`src/rtl/aes_ti_pkg.sv`:
```
// ---------------------------------------------------------------------------
// aes_ti_pkg
//   Shared types and helpers for the two-share threshold AES datapath.
//   - block_t / column_t / byte_t     : 128/32/8-bit state containers
//   - block_bytes_t                   : byte view of a block, byte 0 = [127:120]
//   - state_e                         : MixColumns stage FSM states
//   - byte_idx / sr_src_idx           : FIPS-197 byte index helpers
//   - shift_rows                      : ShiftRows permutation (used when
//                                       MC_SHIFTROWS_EN folds it into capture)
//   - get_column / put_column         : column extract / insert
//   - xtime / mix_column              : GF(2^8) column MixColumns
// ---------------------------------------------------------------------------
package aes_ti_pkg;

  localparam int BYTE_W    = 8;
  localparam int NUM_ROWS  = 4;
  localparam int NUM_COLS  = 4;
  localparam int NUM_BYTES = NUM_ROWS * NUM_COLS;

  typedef logic [127:0]       block_t;
  typedef logic [31:0]        column_t;
  typedef logic [BYTE_W-1:0]  byte_t;
  typedef logic [1:0]         col_idx_t;

  // Packed with ascending byte index so element 0 lands on bits [127:120].
  typedef logic [0:NUM_BYTES-1][BYTE_W-1:0] block_bytes_t;

  localparam col_idx_t COL_FIRST = 2'd0;
  localparam col_idx_t COL_LAST  = 2'd3;

  typedef enum logic [1:0] {
    ST_IDLE = 2'd0,
    ST_BUSY = 2'd1,
    ST_DONE = 2'd2
  } state_e;

  // Byte index of (row r, column c).
  function automatic logic [3:0] byte_idx(input int r, input int c);
    return 4'(NUM_ROWS * c + r);
  endfunction

  // Source byte for ShiftRows output (row r, column c): row r rotated left by r.
  function automatic logic [3:0] sr_src_idx(input int r, input int c);
    return byte_idx(r, (c + r) % NUM_COLS);
  endfunction

  function automatic block_t shift_rows(input block_t b);
    block_bytes_t src;
    block_bytes_t dst;
    src = b;
    dst = '0;
    for (int r = 0; r < NUM_ROWS; r++) begin
      for (int c = 0; c < NUM_COLS; c++) begin
        dst[byte_idx(r, c)] = src[sr_src_idx(r, c)];
      end
    end
    return dst;
  endfunction

  function automatic column_t get_column(input block_t b, input col_idx_t c);
    column_t col;
    col = '0;
    case (c)
      2'd0: col = b[127:96];
      2'd1: col = b[95:64];
      2'd2: col = b[63:32];
      2'd3: col = b[31:0];
      default: col = '0;
    endcase
    return col;
  endfunction

  function automatic block_t put_column(input block_t b, input col_idx_t c,
                                        input column_t v);
    block_t res;
    res = b;
    case (c)
      2'd0: res[127:96] = v;
      2'd1: res[95:64]  = v;
      2'd2: res[63:32]  = v;
      2'd3: res[31:0]   = v;
      default: res = b;
    endcase
    return res;
  endfunction

  // Multiply by x in GF(2^8) with the AES polynomial.
  function automatic byte_t xtime(input byte_t a);
    return {a[6:0], 1'b0} ^ (a[7] ? 8'h1b : 8'h00);
  endfunction

  // MixColumns on one column; row 0 is the most significant byte. Linear, so
  // it can be applied to each share independently.
  function automatic column_t mix_column(input column_t x);
    byte_t a0, a1, a2, a3;
    byte_t b0, b1, b2, b3;
    a0 = x[31:24];
    a1 = x[23:16];
    a2 = x[15:8];
    a3 = x[7:0];
    b0 = xtime(a0) ^ xtime(a1) ^ a1 ^ a2 ^ a3;
    b1 = a0 ^ xtime(a1) ^ xtime(a2) ^ a2 ^ a3;
    b2 = a0 ^ a1 ^ xtime(a2) ^ xtime(a3) ^ a3;
    b3 = xtime(a0) ^ a0 ^ a1 ^ a2 ^ xtime(a3);
    return {b0, b1, b2, b3};
  endfunction

endpackage

```
`src/rtl/mc_column_share.sv`:
```
// ---------------------------------------------------------------------------
// mc_column_share
//   Per-share column datapath: MixColumns (or bypass in the last round)
//   followed by the round-key column XOR. Purely combinational.
//   Ports:
//     col_in     in  32  working-state column of this share
//     key_in     in  32  round-key column of this share
//     last_round in  1   1 = skip MixColumns
//     col_out    out 32  next-round column of this share
// ---------------------------------------------------------------------------
module mc_column_share
  import aes_ti_pkg::*;
(
  input  column_t col_in,
  input  column_t key_in,
  input  logic    last_round,
  output column_t col_out
);

  column_t mixed;

  assign mixed   = last_round ? col_in : mix_column(col_in);
  assign col_out = mixed ^ key_in;

endmodule

```
`src/rtl/mix_columns_ctrl.sv`:
```
// ---------------------------------------------------------------------------
// mix_columns_ctrl
//   Column-serial MixColumns/AddRoundKey stage for the two-share threshold
//   AES datapath. Captures both state shares and both key shares, then
//   processes one column per cycle (4 cycles) and holds the two result shares
//   on a valid/ready handshake. Shares never mix.
//   Ports:
//     ClkxCI        in  1    clock, rising edge
//     RstxRI        in  1    asynchronous active-high reset
//     InValidxSI    in  1    upstream block valid
//     InReadyxSO    out 1    stage idle, can accept
//     LastRoundxSI  in  1    sampled with the block, 1 = bypass MixColumns
//     S0xDI, S1xDI  in  128  state shares after SubBytes
//     K0xDI, K1xDI  in  128  round-key shares
//     OutValidxSO   out 1    result valid
//     OutReadyxSI   in  1    downstream accepts result
//     Q0xDO, Q1xDO  out 128  registered result shares
//   Configuration:
//     MC_SHIFTROWS_EN  defined   -> ShiftRows applied to the state at capture
//                      undefined -> state captured unpermuted
// ---------------------------------------------------------------------------
module mix_columns_ctrl
  import aes_ti_pkg::*;
(
  input  logic   ClkxCI,
  input  logic   RstxRI,
  input  logic   InValidxSI,
  output logic   InReadyxSO,
  input  logic   LastRoundxSI,
  input  block_t S0xDI,
  input  block_t S1xDI,
  input  block_t K0xDI,
  input  block_t K1xDI,
  output logic   OutValidxSO,
  input  logic   OutReadyxSI,
  output block_t Q0xDO,
  output block_t Q1xDO
);

  state_e   state_q, state_d;
  col_idx_t col_q;
  logic     last_q;
  block_t   s0_q, s1_q, k0_q, k1_q;
  block_t   q0_q, q1_q;
  logic     accept;
  block_t   s0_cap, s1_cap;
  column_t  col0_out, col1_out;

  assign accept = (state_q == ST_IDLE) && InValidxSI;

`ifdef MC_SHIFTROWS_EN
  // Working byte (r, c) takes input byte (r, (c+r) mod 4); key is untouched.
  assign s0_cap = shift_rows(S0xDI);
  assign s1_cap = shift_rows(S1xDI);
`else
  assign s0_cap = S0xDI;
  assign s1_cap = S1xDI;
`endif

  // ---------------------------------------------------------------- FSM ---
  // NOTE: sequential state uses non-blocking assignments so every register
  // samples pre-edge values regardless of process evaluation order.
  always_ff @(posedge ClkxCI or posedge RstxRI) begin
    if (RstxRI) state_q <= ST_IDLE;
    else        state_q <= state_d;
  end

  // NOTE: state_d gets a default before the case so no path leaves it
  // unassigned, which would otherwise infer a latch.
  always_comb begin
    state_d = state_q;
    case (state_q)
      ST_IDLE: if (InValidxSI)         state_d = ST_BUSY;
      ST_BUSY: if (col_q == COL_LAST)  state_d = ST_DONE;
      ST_DONE: if (OutReadyxSI)        state_d = ST_IDLE;
      default:                         state_d = ST_IDLE;
    endcase
  end

  // Outputs decode only the state register: no input-to-output comb path.
  always_comb begin
    InReadyxSO  = 1'b0;
    OutValidxSO = 1'b0;
    case (state_q)
      ST_IDLE: InReadyxSO  = 1'b1;
      ST_DONE: OutValidxSO = 1'b1;
      default: ;
    endcase
  end

  // ----------------------------------------------------------- datapath ---
  mc_column_share u_share0 (
    .col_in     (get_column(s0_q, col_q)),
    .key_in     (get_column(k0_q, col_q)),
    .last_round (last_q),
    .col_out    (col0_out)
  );

  mc_column_share u_share1 (
    .col_in     (get_column(s1_q, col_q)),
    .key_in     (get_column(k1_q, col_q)),
    .last_round (last_q),
    .col_out    (col1_out)
  );

  // All working, key and output registers are cleared on reset so an aborted
  // block leaves no share material behind.
  always_ff @(posedge ClkxCI or posedge RstxRI) begin
    if (RstxRI) begin
      col_q  <= COL_FIRST;
      last_q <= 1'b0;
      s0_q   <= '0;
      s1_q   <= '0;
      k0_q   <= '0;
      k1_q   <= '0;
      q0_q   <= '0;
      q1_q   <= '0;
    end else if (accept) begin
      col_q  <= COL_FIRST;
      last_q <= LastRoundxSI;
      s0_q   <= s0_cap;
      s1_q   <= s1_cap;
      k0_q   <= K0xDI;
      k1_q   <= K1xDI;
    end else if (state_q == ST_BUSY) begin
      // Counter wraps from 3 back to 0 on the final column.
      col_q <= col_q + 2'd1;
      q0_q  <= put_column(q0_q, col_q, col0_out);
      q1_q  <= put_column(q1_q, col_q, col1_out);
    end
  end

  assign Q0xDO = q0_q;
  assign Q1xDO = q1_q;

endmodule
```
`config.mk`:
```
export PLATFORM = sky130hd
export DESIGN_NAME = mix_columns_ctrl
export DESIGN_NICKNAME = d
export VERILOG_FILES = /design/src/rtl/aes_ti_pkg.sv /design/src/rtl/mc_column_share.sv /design/src/rtl/mix_columns_ctrl.sv
export SDC_FILE = /design/constraint.sdc
export NUM_CORES = 2
export LEC_CHECK = 0
export ABC_AREA = 1
export BUFFER_PORTS_ARGS = -buffer_cell sky130_fd_sc_hd__buf_2
export CAP_MARGIN = 20
export CORE_MARGIN = 5
export CORE_UTILIZATION = 45
export CTS_CLUSTER_DIAMETER = 60
export DETAILED_ROUTE_END_ITERATION = 16
export PLACE_DENSITY = 0.74
export SYNTH_ARGS = -nofsm -noshare
export SYNTH_HDL_FRONTEND = slang
export SYNTH_SLANG_ARGS = --single-unit
```
`constraint.sdc`:
```
create_clock -name ClkxCI -period 30.5 [get_ports ClkxCI]
set_clock_uncertainty 0.15 [all_clocks]
set_input_delay 1.525 -clock ClkxCI [delete_from_list [all_inputs] [get_ports ClkxCI]]
set_output_delay 1.525 -clock ClkxCI [all_outputs]
set_load 0.03 [all_outputs]
```
==> results.ini <==
[critical_path]
cp_top_family = buffers and inverters
critPathBufInv = 4
worst_setup_path_start_kind = input pin
critical_path_class = input pin to flip-flop
cp_data_required_time_ns = 30.81
cpMaxStageDelayCell = buf_4
crit_arrival_ns = 5.14
crit_path_end_kind = flip-flop
crit_chain = buf_2 -> nand2_4 -> inv_8 -> buf_4 -> buf_12 -> o21ai_0
worst-path-max-fanout = 210
cpPeakStageDelay_ns = 0.87

[sta]
fmax_mhz = 207.0
rsz0062_at_grt = no
period_needed_ns = 4.831
worst_pin_slew_ns = 1.144
relSlewSlack_pct = 22.93
tns_ns = 0
hold_viol = 0
final.setup.worst_slack_ns = 25.67
setup_violations = 0
fin_crit_sh_pct = 15.84
slew_violations = 0

[floorplan]
start_util_pct = 45.47
num_rows = 107
die_w_um = 303.8
dieHeight_um = 303.8
io_pins = 775
fp.dieArea_mm2 = 0.09228
core_mm2 = 0.08541

[yosys]
ys_warn_count = 0
synth_cell_type_count = 38
syn_avg_cell_area_um2 = 7.126
ys_ff_latch = 773
syn_nets = 5972
synth_commonest_cells = nand2_1 (3,118), dfrtp_1 (773), nand3_1 (474)
syn_area_mm2 = 0.03884
ys_async_sr_fraction_pct = 100.0
synth_ff_type = dfrtp_1
ys_seq_area_share_pct = 49.81
synth.area.top_cells = dfrtp_1 (50%), nand2_1 (30%), nand3_1 (6.1%), inv_1 (2.6%), o21ai_0 (2.4%)
yosysMostFrequentCell = nand2_1
synth-edff-count = 0
synthCells = 5450
yosys.area.top_type = dfrtp_1
synth_top_cell_area_share_pct = 49.81

[run]
maxCapViolCount = 0

[global_routing]
grt_usage_pct = 33.29
overflow = 0
grt_pass1_wl_um = 236000
grt_pass1_vias = 37970
antenna_found_initial = 22
grt_max_degree = 211

[detailed_routing]
first_pass_iters = 6
vias = 39320
wl_per_cell_um = 21.76
vias_per_cell = 5.365
dr.first_iter.drc_count = 4000
drcViolationCount = 0
ant_nets = 0
wirelength_um = 159500

[placed_design]
io_buffers = 774
gp_congestion = 0.9917
pre_cts_ws_ns = 24.41
hpwl_um = 115800

[cts]
cts.reportedPaths.clkPinSlew_ns = 0.06
cts_setup_buffers = 0
clock_latency_ns = 0.67
cts_max_path_buffers = 3
cts_max_level = 3
cts_resized = 0
hold_buffers = 0
clockRootBuffer = clkbuf_16
cts_made_buffers = 88
cts.sinks = 773
cts_tree = done

[hold_path]
hp-class = flip-flop to flip-flop

[cells_and_area]
fin_nets = 6621
area_growth_pct = 20.02
nFillCells = 8276
drive_gt1_share_pct = 17.44

[outcome]
outcome = complete, no violations

[layout by cell type (no fill, tap or decap), drive strengths merged]
| master | n |
|---|---|
| nand2 | 3123 |
| buf | 815 |
| dfrtp | 773 |
| nand3 | 477 |
| inv | 296 |
| o21ai | 228 |
| clkbuf | 121 |
| nor2 | 116 |
| o22ai | 102 |
| a21oi | 33 |
| o21bai | 22 |
| clkinv | 19 |
| diode | 14 |
| nand3b | 11 |
| bufinv | 7 |
| clkinvlp | 7 |
| ha | 5 |
| a21boi | 4 |
| o21a | 3 |
| xnor2 | 3 |
| a22o | 1 |
| o31ai | 1 |
| xor2 | 1 |
| a21o | 1 |
| a31oi | 1 |
| nand4 | 1 |
[cell families (layout without fill, tap and decap cells)]
logic type | after synthesis | after routing | share of synthesized area [%]
xor gates and xnor gates | 4 | 4 | 0.09022
and+or+nand+nor | 3728 | 3728 | 37.95
DFF | 773 | 773 | 49.81
AOI/OAI and AO/OA | 396 | 396 | 6.189
adders and majority gates | 5 | 5 | 0.1611
other | 0 | 14 | 0
buffers and inverters | 544 | 1265 | 5.805
[final cells by class]
class	count	area [um2]	area share [%]
Antenna cell	14	35.03	0.07516
Clock buffer	121	2536	5.441
Clock inverter	41	575.6	1.235
Inverter	288	1105	2.370
Multi-Input combinational cell	4133	17320	37.15
Sequential cell	773	19340	41.50
Tap cell	1144	1431	3.071
Timing Repair Buffer	815	4267	9.153
[sequential cells by signal, indices dropped and copies added (netlist names)]
register,flops
s0_q,128
s1_q,128
col_q,2
Q1xDO,128
k1_q,128
state_q,2
k0_q,128
last_q,1
Q0xDO,128
[per-layer routing]
layer / vias to the layer above / global-route usage [%] / part of all wire [%]
met5: - / 0 / 0.013
met4: 4 / 22.64 / 8.3
met3: 466 / 5.233 / 7.7
met2: 1923 / 54.86 / 47
met1: 18620 / 40.42 / 37
li1: 18310 / - / -
[path summary, 6_finish.rpt]
kind | to | depth (start not counted) | slack [ns] | startpoint
max | k0_q[3]$_DFFE_PP0P_ | 6 | 25.67 | InValidxSI
min | Q0xDO[95]$_DFFE_PP0P_ | 2 | 0.32 | Q0xDO[95]$_DFFE_PP0P_
max reg2reg | k0_q[3]$_DFFE_PP0P_ | 6 | 25.74 | state_q[0]$_DFFE_PP0P_
min reg2reg | Q0xDO[95]$_DFFE_PP0P_ | 2 | 0.32 | Q0xDO[95]$_DFFE_PP0P_
max in group asynchronous | k1_q[98]$_DFFE_PP0P_ | 8 | 25.93 | RstxRI
min in group asynchronous | s0_q[55]$_DFFE_PP0P_ | 2 | 0.80 | RstxRI
[stage by stage]
| step | hold slack (ns) | util [%] | area, um2 | std cells |
|---|---|---|---|---|
| final | 0.3220 | 54.57 | 46610 | 7329 |
| after global routing | 0.3391 | 54.57 | 46610 | 7327 |
| after floorplan | 0.2987 | - | 38840 | 5450 |
| after detailed placement | 0.3099 | 50.79 | 43380 | 7150 |
| after CTS | 0.3248 | 54.43 | 46490 | 7312 |
| after global placement | 0.3085 | 50.79 | 43380 | 7150 |
[worst register-to-register path: stages, from the launching register on]
cell and delay, ns:
dfrtp_1 0.41, nor2_1 0.36, nand2_4 0.57, inv_8 0.85, buf_4 1.05, buf_12 0.65, o21ai_0 0.53
Power is left out: the tool's default activity adds up to more than one toggle a clock period on the data nets, which glitch-free logic cannot reach.
